File: config.mk
export PLATFORM = sky130hd
export DESIGN_NAME = cp0_ctrl
export DESIGN_NICKNAME = d
export VERILOG_FILES = /design/src/rtl/cp0_ctrl.sv
export SDC_FILE = /design/constraint.sdc
export NUM_CORES = 1
export LEC_CHECK = 0
export BUFFER_PORTS_ARGS = -buffer_cell sky130_fd_sc_hd__buf_2
export CAP_MARGIN = 20
export CORE_MARGIN = 8
export CORE_UTILIZATION = 56
export DETAILED_ROUTE_END_ITERATION = 10
export GPL_ROUTABILITY_DRIVEN = 0
export PLACE_DENSITY = 0.8
export SETUP_SLACK_MARGIN = 0.1
export SYNTH_ARGS = -nofsm -noshare
export SYNTH_HDL_FRONTEND = slang
export SYNTH_SLANG_ARGS = --single-unit
export TNS_END_PERCENT = 20
File: constraint.sdc
create_clock -name clk -period 4.55 [get_ports clk]
set_input_delay 0.91 -clock clk [delete_from_list [all_inputs] [get_ports clk]]
set_output_delay 0.91 -clock clk [all_outputs]
set_load 0.005 [all_outputs]
File: src/rtl/cp0_ctrl.sv
// Coprocessor 0 for the pipelined MIPS core, placed at the M stage.
// Holds SR, Cause, EPC, PRId, Count and Compare. It arbitrates external
// interrupts, the Count/Compare timer interrupt and synchronous exceptions.
// exc_take tells the hazard and PC logic to flush and redirect to the handler.
module cp0_ctrl #(
  parameter int          NUM_HWINT  = 5,
  parameter int          TIMER_EN   = 1,
  parameter int          COUNT_DIV  = 0,
  parameter logic [31:0] PRID_VALUE = 32'h0000_0056
) (
  input  logic                 clk,
  input  logic                 reset,
  input  logic [4:0]           addr,
  input  logic [31:0]          wdata,
  input  logic                 we,
  input  logic [31:0]          pc,
  input  logic                 bd,
  input  logic                 exc_req,
  input  logic [4:0]           exc_code,
  input  logic [NUM_HWINT-1:0] hwint,
  input  logic                 eret,
  output logic [31:0]          rdata,
  output logic [31:0]          epc,
  output logic                 exc_take,
  output logic                 int_req
);

  localparam logic       TEN     = (TIMER_EN != 0);
  localparam logic [4:0] HW_MASK = 5'((32'd1 << NUM_HWINT) - 32'd1);
  // IM/IP bits [15:10]; bits without a source line read as zero
  localparam logic [5:0] LINE_MASK = {TEN, HW_MASK};
  localparam logic [3:0] DIV_MAX   = 4'((32'd1 << COUNT_DIV) - 32'd1);

  logic [5:0]  im_q, im_d;
  logic        exl_q, exl_d;
  logic        ie_q, ie_d;
  logic [4:0]  ip_hw_q;
  logic        bd_q, bd_d;
  logic [4:0]  exccode_q, exccode_d;
  logic [31:0] epc_q, epc_d;
  logic [31:0] count_q, count_d;
  logic [31:0] compare_q, compare_d;
  logic        pend_q, pend_d;
  logic [3:0]  div_q, div_d;

  logic [5:0]  ip_v;
  logic [5:0]  im_v;
  logic        wr_ok;
  logic        cnt_tick;
  logic        count_wr;
  logic        cmp_wr;
  logic [31:0] count_inc;

  // Interrupt/exception arbitration and the write-enable gate for mtc0
  always_comb begin
    ip_v      = {pend_q & TEN, ip_hw_q};
    im_v      = im_q & LINE_MASK;
    int_req   = (|(ip_v & im_v)) & ie_q & ~exl_q;
    exc_take  = int_req | (exc_req & ~exl_q);
    wr_ok     = we & ~exc_take;
    count_wr  = wr_ok && (addr == 5'd9);
    cmp_wr    = wr_ok && (addr == 5'd11);
    cnt_tick  = (div_q == DIV_MAX);
    count_inc = count_q + 32'd1;
    epc       = epc_q;
  end

  // Next-state for status, cause, EPC and the timer
  always_comb begin
    im_d      = im_q;
    exl_d     = exl_q;
    ie_d      = ie_q;
    bd_d      = bd_q;
    exccode_d = exccode_q;
    epc_d     = epc_q;
    count_d   = count_q;
    compare_d = compare_q;
    pend_d    = pend_q;
    div_d     = cnt_tick ? 4'd0 : div_q + 4'd1;

    if (exc_take) begin
      // Taking an exception overrides any mtc0 or eret in the same cycle
      epc_d     = bd ? (pc - 32'd4) : pc;
      bd_d      = bd;
      exccode_d = int_req ? 5'd0 : exc_code;
      exl_d     = 1'b1;
    end else begin
      if (wr_ok && addr == 5'd12) begin
        im_d  = wdata[15:10];
        exl_d = wdata[1];
        ie_d  = wdata[0];
      end
      if (wr_ok && addr == 5'd14) epc_d = wdata;
      // eret wins over an SR write to EXL in the same cycle
      if (eret) exl_d = 1'b0;
    end

    // Timer keeps running regardless of exceptions; an explicit Count write
    // replaces the increment, a Compare write acknowledges the interrupt.
    if (count_wr)      count_d = wdata;
    else if (cnt_tick) count_d = count_inc;

    if (cmp_wr) begin
      compare_d = wdata;
      pend_d    = 1'b0;
    end else if (cnt_tick && !count_wr && count_inc == compare_q) begin
      pend_d = TEN;
    end
  end

  // State registers with synchronous reset
  always_ff @(posedge clk) begin
    if (reset) begin
      im_q      <= '0;
      exl_q     <= 1'b0;
      ie_q      <= 1'b0;
      ip_hw_q   <= '0;
      bd_q      <= 1'b0;
      exccode_q <= '0;
      epc_q     <= '0;
      count_q   <= '0;
      compare_q <= '0;
      pend_q    <= 1'b0;
      div_q     <= '0;
    end else begin
      im_q      <= im_d;
      exl_q     <= exl_d;
      ie_q      <= ie_d;
      ip_hw_q   <= 5'(hwint);
      bd_q      <= bd_d;
      exccode_q <= exccode_d;
      epc_q     <= epc_d;
      count_q   <= count_d;
      compare_q <= compare_d;
      pend_q    <= pend_d;
      div_q     <= div_d;
    end
  end

  // mfc0 read mux; reads see the registered value, never a same-cycle write
  always_comb begin
    rdata = 32'd0;
    case (addr)
      5'd12: rdata = {16'b0, im_v, 8'b0, exl_q, ie_q};
      5'd13: rdata = {bd_q, 15'b0, ip_v, 3'b0, exccode_q, 2'b0};
      5'd14: rdata = epc_q;
      5'd15: rdata = PRID_VALUE;
      5'd9:  rdata = TEN ? count_q : 32'd0;
      5'd11: rdata = TEN ? compare_q : 32'd0;
      default: rdata = 32'd0;
    endcase
  end

endmodule
# Yosys cells after proc, flatten, opt, wreduce, memory -nomap -nowiden
# Index checks and enable logic that the tools add are counted.
[classes]
add_sub_neg = 3
n_eq_ne = 7
n_mux = 10
n_reduce_logical = 15
n_bitwise = 8
[ops]
columns = ["cell", "n"]
rows = [
  ["case mux 32 bit (6 select lines)", 1],
  ["two-way mux 32 bit", 5],
  ["adder 32 x 1 -> 32 bit (second input constant)", 1],
  ["equality test 32 bit", 1],
  ["subtractor 32 x 3 -> 32 bit (second input constant)", 1],
  ["equality test 5 x 4 -> 1 bit (second input constant)", 6],
  ["AND 6 bit", 1],
  ["logical AND 1 bit", 6],
  ["OR reduction 6 bit", 1],
  ["two-way mux 5 bit", 1],
  ["adder 4 x 1 -> 4 bit (second input constant)", 1],
  ["AND 1 bit", 4],
  ["logical NOT 4 bit", 1],
  ["nonzero test 2 bit", 2],
  ["OR reduction 2 bit", 2],
  ["two-way mux 1 bit", 3],
  ["nonzero test 3 bit", 1],
  ["NOT 1 bit", 2],
  ["AND reduction 2 bit", 1],
  ["logical NOT 1 bit", 1],
  ["bitwise OR 1 bit", 1],
]
[word_totals]
wordCells = 54
output_inout_bits = 66
input_bits = 85
regBits = 120

# Logic depth before layout (Yosys ltp)
# Gate-level depths: netlist of the first run.
[depth]
word_depth = 11
ltp_mapped = 11
depth_no_buf = 10

# Worst setup path before layout of the first run
# No wires, ideal clock.
[synth_timing]
kind = "in2reg"
startpoint = "input port bd"
endpoint = "register epc_q[29], in the netlist epc[29]"
path_slack_ps = 1046
stages = 10
setup_ps = 86
path_buffers = 2
required_time_ps = 4464
arrival_time_ps = 3419
cell_sequence = "buf_4 or4b_1 or4_1 buf_2 or3_4 or4_4 or2_4 nor3_4 xnor2_1 a211oi_1"
[synth_between]
elab_chain_len = 2
[synth_lines]
columns = ["item", "line", "source"]
rows = [
  ["from (decl)", "17", "input logic bd,"],
  ["two-way mux 32 bit", "83", "epc_d = bd ? (pc - 32'd4) : pc;"],
  ["two-way mux 32 bit", "81", "if (exc_take) begin"],
  ["to (signal assigned)", "132", "epc_q <= epc_d;"],
  ["to (decl)", "40", "logic [31:0] epc_q, epc_d;"],
]
# Every way passes these cells.
# A chain may end at the register's enable or synchronous reset.

# Final worst setup path of the first run
[layout_timing]
startpoint = "input port addr[1]"
endpoint = "output port rdata[15]"
[layout_between]
elab_chain_len = 2
word_cells_on_any_way = 7
classes_between = "eq/ne (6); mux (1)"
[layout_lines]
columns = ["item", "line", "source"]
rows = [
  ["from (decl)", "13", "input logic [4:0] addr,"],
  ["equality test 5 x 4 -> 1 bit", "143", "case (addr)"],
  ["case mux 32 bit (6 select lines) (*)", "143", ""],
  ["to (decl)", "22", "output logic [31:0] rdata,"],
]
# Mark *: on every way between the ends. The rest lies on a longest branch, timed or not.

==> out/metrics.cfg, run 1 <==
[synthesis]
synth_most_common_cell=nand2_1
yosysSeqAreaShare_pct=32.7
synthFlopType=dfxtp_1
syn_inst=929
synth_area_leader_cell=dfxtp_1
synth.net_count=1018
synth_top_area_share_pct=32.7
synth_common_cells=126 x nand2_1, 120 x dfxtp_1, 104 x nor2_1
synth_edf_count=0
yosys_warnings=0
synthTopCellsByArea=dfxtp_1 33%, mux2i_1 11%, xnor2_1 7.3%
synth-async-reset-ratio_pct=0
ys_seq_elements=120
synth_area_um2=7350
synth_cell_types=54
syn_area_per_cell_um2=7.92

[cells_and_area]
register_area_um2=2400
multi_input_area_um2=4630
fin_cells=1222
fin_nets=1121
syn2layout_area_growth_pct=18.6
fill_cells=1101
drive_gt1_share_pct=19.4

[timing]
min_period_over_period_pct=79.0
fin_tns_setup_ns=0
period_minus_slack_ns=3.59
slew-limit-headroom_pct=29.6
setup_violations=0
hold_viol_final=0
finalClockSkew_ns=0.00723
grt_setup_unrepaired=false
maxSlewViolCount=0
max_freq_mhz=278
worst_slew_pin_slew_ns=1.06

[critical_path]
critPathKind=in -> out
crit_arrival_ns=2.68
cpPeakStageDelay_ns=0.47
cp_max_fo=22
crit_buf_inv=3
path_delay_family=simple AND/OR/NAND/NOR gates
crit_top_cell=buf_2
crit_path_end_kind=output pin
required_ns=3.64
crit_chain=buf_2, and3_1, nor2b_2, buf_4, nand2_1, o221ai_1, buf_2
critPathLaunchType=input pin
reg2regPathDepth=9
crit_cells=7
critPathSlowestCell=and3_1

[min_path]
holdCritPathClass=reg -> reg
hold_depth=2

[power]
swShare_pct=24.7
cellInternalPower_mw=2.06
seqPwrFrac_pct=41.3
power_leakage_nw=3.34
powerDensity_nw_per_um2=314
irDropWorstVdd_mv=0.279
p_sw_uw=678
clkPwrFrac_pct=48.3
comb_power_share_pct=10.4

[drt]
antenna_left=0
drt_pass1_iterations=7
routed_wl_mm=23.2
wire_per_inst_um=19.0
vias=7370
route.detailed.drc=0
vias_per_cell=6.03
drt_iter0_drc=815

[global_route]
antenna_found_initial=2
met3_usage_pct=7.18
gr-usage-met1_pct=37.9
top_usage_layer=met2
grt_overflow_total=0
grt_pass1_wl_mm=36.7
grt_max_degree=98
use_met2_pct=40.6
track_usage_pct=27.6
first_global_vias=7025

[floorplan]
ioPinCount=151
die_area_um2=17100
die_h_um=131
die_x_um=131
rows=42
start_util_pct=56.4
core_area_um2=13000

[placement]
dp_hpwl_mm=16.6
post-place-cells=1188
port-buffer-count=150

[clock_tree]
ctsResizeCount=0
cts_max_path_buffers=2
clock_latency_ns=0.42
cts_tree=done
cts_buffers=17
cts_hold_buf=0
clk_pin_slew_worst_paths_ns=0.06
cts_root_buf=clkbuf_16
cts_setup_buffers=0
ctsHtreeMaxLevel=4
clkSinkCount=120

[run_status]
outcome=complete, no violations

[run]
cap_viol_max_count=0

cells in the final DEF, fill, tap and decap left out, drive strengths merged, types with 12 or more instances in the layout:
master  instances
nor2          104
o21ai          25
clkbuf         22
nand3          21
a211oi         64
nor3           26
nand2         126
nand4          20
buf           162
xor2           49
mux2i          80
xnor2          61
dfxtp         120
nor4           12
a21oi          42
metal layers:
metal | wire length, um | vias to the layer above
li1 | - | 3489
met1 | 9920 | 3448
met2 | 10300 | 384
met3 | 2430 | 49
met4 | 533 | 0
met5 | 0 | -
state kept, by name, summed over array words and instances, names as in the netlist:
register / cells
count_q: 32
exl_q: 1
pend_q: 1
ip_hw_q: 5
epc: 32
ie_q: 1
exccode_q: 5
div_q: 4
bd_q: 1
im_q: 6
compare_q: 32
power groups by stage:
stage / clock (mW) / sequential [mW] / combinational (mW)
finish: 1.32 / 1.13 / 0.285
CTS: 1.33 / 1.13 / 0.280
global route: 1.38 / 1.14 / 0.308
detailed placement: 0 / 1.15 / 0.277
global placement: 0 / 1.15 / 0.274
floorplan: 0 / 1.14 / 0.155
tightest hold or removal path, cell delays in order (launching register included):
cell and delay [ns]:
dfxtp_1 0.32, nand2_1 0.06, a21oi_1 0.05
kinds of logic (layout without fill, tap and decap cells):
kind of cell / after synthesis / in the layout / share of synthesized area [%]
xor+xnor: 110 / 110 / 13.1
mux: 80 / 80 / 10.9
compound gates: 169 / 169 / 15.3
buf+inv: 85 / 200 / 4.41
other cells: 0 / 2 / 0
simple gates: 361 / 361 / 23.0
fa+ha+maj: 4 / 4 / 0.681
flops: 120 / 120 / 32.7
layout make-up:
cell class	instances	share of cell area, %
Tap cell	176	2.52
Sequential cell	120	27.5
Inverter	7	0.301
Antenna cell	2	0.0574
Clock buffer	22	5.55
Clock inverter	9	1.12
Multi-Input combinational cell	724	53.1
Timing Repair Buffer	162	9.81
final timing paths:
check,from,endpoint,slack (ns)
max reg2reg,count_q[0]$_SDFFE_PP0P_,pend_q$_SDFFE_PP0P_,1.24
min,compare_q[3]$_SDFFE_PP0P_,compare_q[3]$_SDFFE_PP0P_,0.48
min reg2reg,compare_q[3]$_SDFFE_PP0P_,compare_q[3]$_SDFFE_PP0P_,0.48
max,addr[1],rdata[15],0.96
through the flow:
| step | utilization (%) | instance area (um2) | worst slack [ns] | total power, mW | hold slack (ns) |
|---|---|---|---|---|---|
| global placement | 62.3 | 8120 | 0.822 | 1.42 | 0.462 |
| detailed placement | 62.3 | 8120 | 0.711 | 1.43 | 0.464 |
| CTS | 66.8 | 8700 | 0.988 | 2.74 | 0.483 |
| finish | 66.9 | 8720 | 0.957 | 2.74 | 0.482 |
| floorplan | - | 7350 | 1.05 | 1.29 | 0.437 |
| global route | 66.9 | 8720 | 0.823 | 2.82 | 0.502 |
No activity file was read; power rests on OpenSTA's default activity.
==> inputs of run 2 (changes only) <==
--- a/config.mk
+++ b/config.mk
@@ -8,10 +8,10 @@
 export BUFFER_PORTS_ARGS = -buffer_cell sky130_fd_sc_hd__buf_2
 export CAP_MARGIN = 20
 export CORE_MARGIN = 8
-export CORE_UTILIZATION = 56
+export CORE_UTILIZATION = 50
 export DETAILED_ROUTE_END_ITERATION = 10
 export GPL_ROUTABILITY_DRIVEN = 0
-export PLACE_DENSITY = 0.8
+export PLACE_DENSITY = 0.76
 export SETUP_SLACK_MARGIN = 0.1
 export SYNTH_ARGS = -nofsm -noshare
 export SYNTH_HDL_FRONTEND = slang
==> constraint.sdc (replaced) <==
create_clock -name clk -period 3 [get_ports clk]
set_input_delay 0.6 -clock clk [delete_from_list [all_inputs] [get_ports clk]]
set_output_delay 0.6 -clock clk [all_outputs]
set_load 0.005 [all_outputs]
==> out/metrics.cfg, run 2 (synthesized netlist as in run 1, its figures left out) <==
[power]
cellInternalPower_mw=3.17  ; was 2.06 mW
irDropWorstVdd_mv=0.387  ; was 0.279 mV
power_leakage_nw=3.60  ; was 3.34 nW
swShare_pct=24.9  ; was 24.7%
p_sw_mw=1.05  ; was 678 uW
powerDensity_nw_per_um2=460  ; was 314 nW/um2
comb_power_share_pct=11.2  ; was 10.4%
clkPwrFrac_pct=48.3  ; about the same
seqPwrFrac_pct=40.6  ; was 41.3%

[clock_tree]
cts_tree=done  ; unchanged
cts_buffers=17  ; unchanged
clk_pin_slew_worst_paths_ns=0.06  ; about the same
clock_latency_ns=0.42  ; about the same
cts_max_path_buffers=2  ; unchanged
cts_root_buf=clkbuf_16  ; unchanged
clkSinkCount=120  ; unchanged
ctsHtreeMaxLevel=4  ; unchanged
cts_hold_buf=0  ; unchanged

[placement]
port-buffer-count=150  ; unchanged
dp_hpwl_mm=17.8  ; was 16.6 mm
post-place-cells=1248  ; was 1188

[timing]
slew-limit-headroom_pct=55.5  ; was 29.6%
setup_violations=0  ; unchanged
grt_setup_unrepaired=true  ; was false
hold_slack_ns=0.392  ; was 0.482 ns
worst_slew_pin_slew_ns=0.668  ; was 1.06 ns
maxSlewViolCount=0  ; unchanged
period_minus_slack_ns=2.85
finalClockSkew_ns=0.00575  ; was 0.00723 ns
hold_viol_final=0  ; unchanged
max_freq_mhz=351
min_period_over_period_pct=95.0

[floorplan]
die_x_um=137  ; was 131 um
rows=44  ; was 42
ioPinCount=151  ; unchanged
die_area_um2=18800  ; was 17100 um2
core_area_um2=14500  ; was 13000 um2
die_h_um=137  ; was 131 um
start_util_pct=50.8  ; was 56.4%

[cells_and_area]
fin_cells=1280  ; was 1222
fill_cells=1232  ; was 1101
final_cell_mix=149 x buf_2, 126 x nand2_1, 119 x dfxtp_1  ; was 149 x buf_2, 126 x nand2_1, 120 x dfxtp_1
drive_gt1_share_pct=23.9  ; was 19.4%
fin_nets=1172  ; was 1121
final_common_cell=buf_2  ; unchanged
syn2layout_area_growth_pct=24.8  ; was 18.6%

[min_path]
worstHoldStart=hwint[4]  ; was compare_q[3]$_SDFFE_PP0P_
holdCritPathClass=in -> reg  ; was reg -> reg

[critical_path]
cp_max_fo=4  ; was 22
crit_arrival_ns=3.19  ; was 2.68 ns
critPathKind=in -> reg  ; was in -> out
crit_chain=buf_2, inv_1, ha_1, or4bb_4, or4_4, or2_2, nand2b_2, nor3_2, xor2_1, nor2_1, a211oi_1  ; was buf_2, and3_1, nor2b_2, buf_4, nand2_1, o221ai_1, buf_2
cpPeakStageDelay_ns=0.56  ; was 0.47 ns
crit_buf_inv=2  ; was 3
critPathSlowestCell=or4bb_4  ; was and3_1
r2r-start=count_q[0]$_SDFFE_PP0P_  ; unchanged
required_ns=3.33  ; was 3.64 ns
critPathLaunchType=input pin  ; unchanged
path_delay_family=simple AND/OR/NAND/NOR gates  ; unchanged
crit_path_end_kind=register  ; was output pin
critPathLaunch=pc[2]  ; was addr[1]

[drt]
antenna_left=0  ; unchanged
routed_wl_mm=24.1  ; was 23.2 mm
vias=7502  ; was 7370
wire_per_inst_um=18.8  ; was 19.0 um
drt_iter0_drc=997  ; was 815
drt_pass1_iterations=6  ; was 7
vias_per_cell=5.86  ; was 6.03
route.detailed.drc=0  ; unchanged

[global_route]
grt_pass1_wl_mm=37.6  ; was 36.7 mm
grt_overflow_total=0  ; unchanged
first_global_vias=7118  ; was 7025
antenna_found_initial=1  ; was 2
grt_max_degree=61  ; was 98
track_usage_pct=25.5  ; was 27.6%

[run_status]
outcome=complete, no violations  ; unchanged

[run]
cap_viol_max_count=0  ; unchanged

-- run 2: area by class of cell --
cell class	count	area (um2)	area share (%)
Multi-Input combinational cell	724	4670	50.9
Sequential cell	120	2400	26.2
Timing Repair Buffer	213	1260	13.8
Clock buffer	21	450	4.91
Tap cell	184	230	2.51
Clock inverter	10	128	1.39
Inverter	7	26.3	0.286
Antenna cell	1	2.50	0.0273
-- run 2: repair_timing --
item,CTS,global route
pin swaps,0,1
setup buffers,0,0
hold endpoints to repair,0,0
resized for setup,0,10
endpoints found under the setup margin,3,12
-- run 2: worst paths after layout --
path                               end  slack (ns)  depth (start not counted)
max               epc[30]$_SDFFE_PP0P_        0.15                         11
min              ip_hw_q[4]$_SDFF_PP0_        0.39                          2
max reg2reg        pend_q$_SDFFE_PP0P_        0.33                         11
min reg2reg  compare_q[9]$_SDFFE_PP0P_        0.48                          2
-- run 2: stage by stage --
stage | utilization (%) | total power [mW] | setup slack (ns) | instance area [um2] | setup TNS [ns]
2_1_floorplan | - | 1.96 | -0.194 | 7350 | -0.649
3_3_place_gp | 59.1 | 2.19 | -0.320 | 8560 | -2.76
3_5_place_dp | 59.1 | 2.19 | -0.357 | 8560 | -3.30
4_1_cts | 63.1 | 4.20 | 0.0663 | 9130 | 0
5_1_grt | 63.4 | 4.34 | 0.0488 | 9180 | 0
6_report | 63.4 | 4.22 | 0.150 | 9180 | 0
-- run 2: per-layer routing --
layer | global-route usage (%) | up-vias | share of wire [%]
met4 | 10.6 | 0 | 2.9
met1 | 34.5 | 3475 | 43
met5 | 0 | - | 0
met3 | 6.71 | 63 | 9.5
li1 | - | 3577 | -
met2 | 37.5 | 387 | 44
-- run 2: power by group through the flow --
stage | combinational, mW | clock [mW] | sequential [mW]
2_1_floorplan | 0.235 | 0 | 1.73
3_3_place_gp | 0.452 | 0 | 1.74
6_report | 0.471 | 2.04 | 1.71
3_5_place_dp | 0.456 | 0 | 1.74
5_1_grt | 0.506 | 2.12 | 1.71
4_1_cts | 0.461 | 2.04 | 1.71
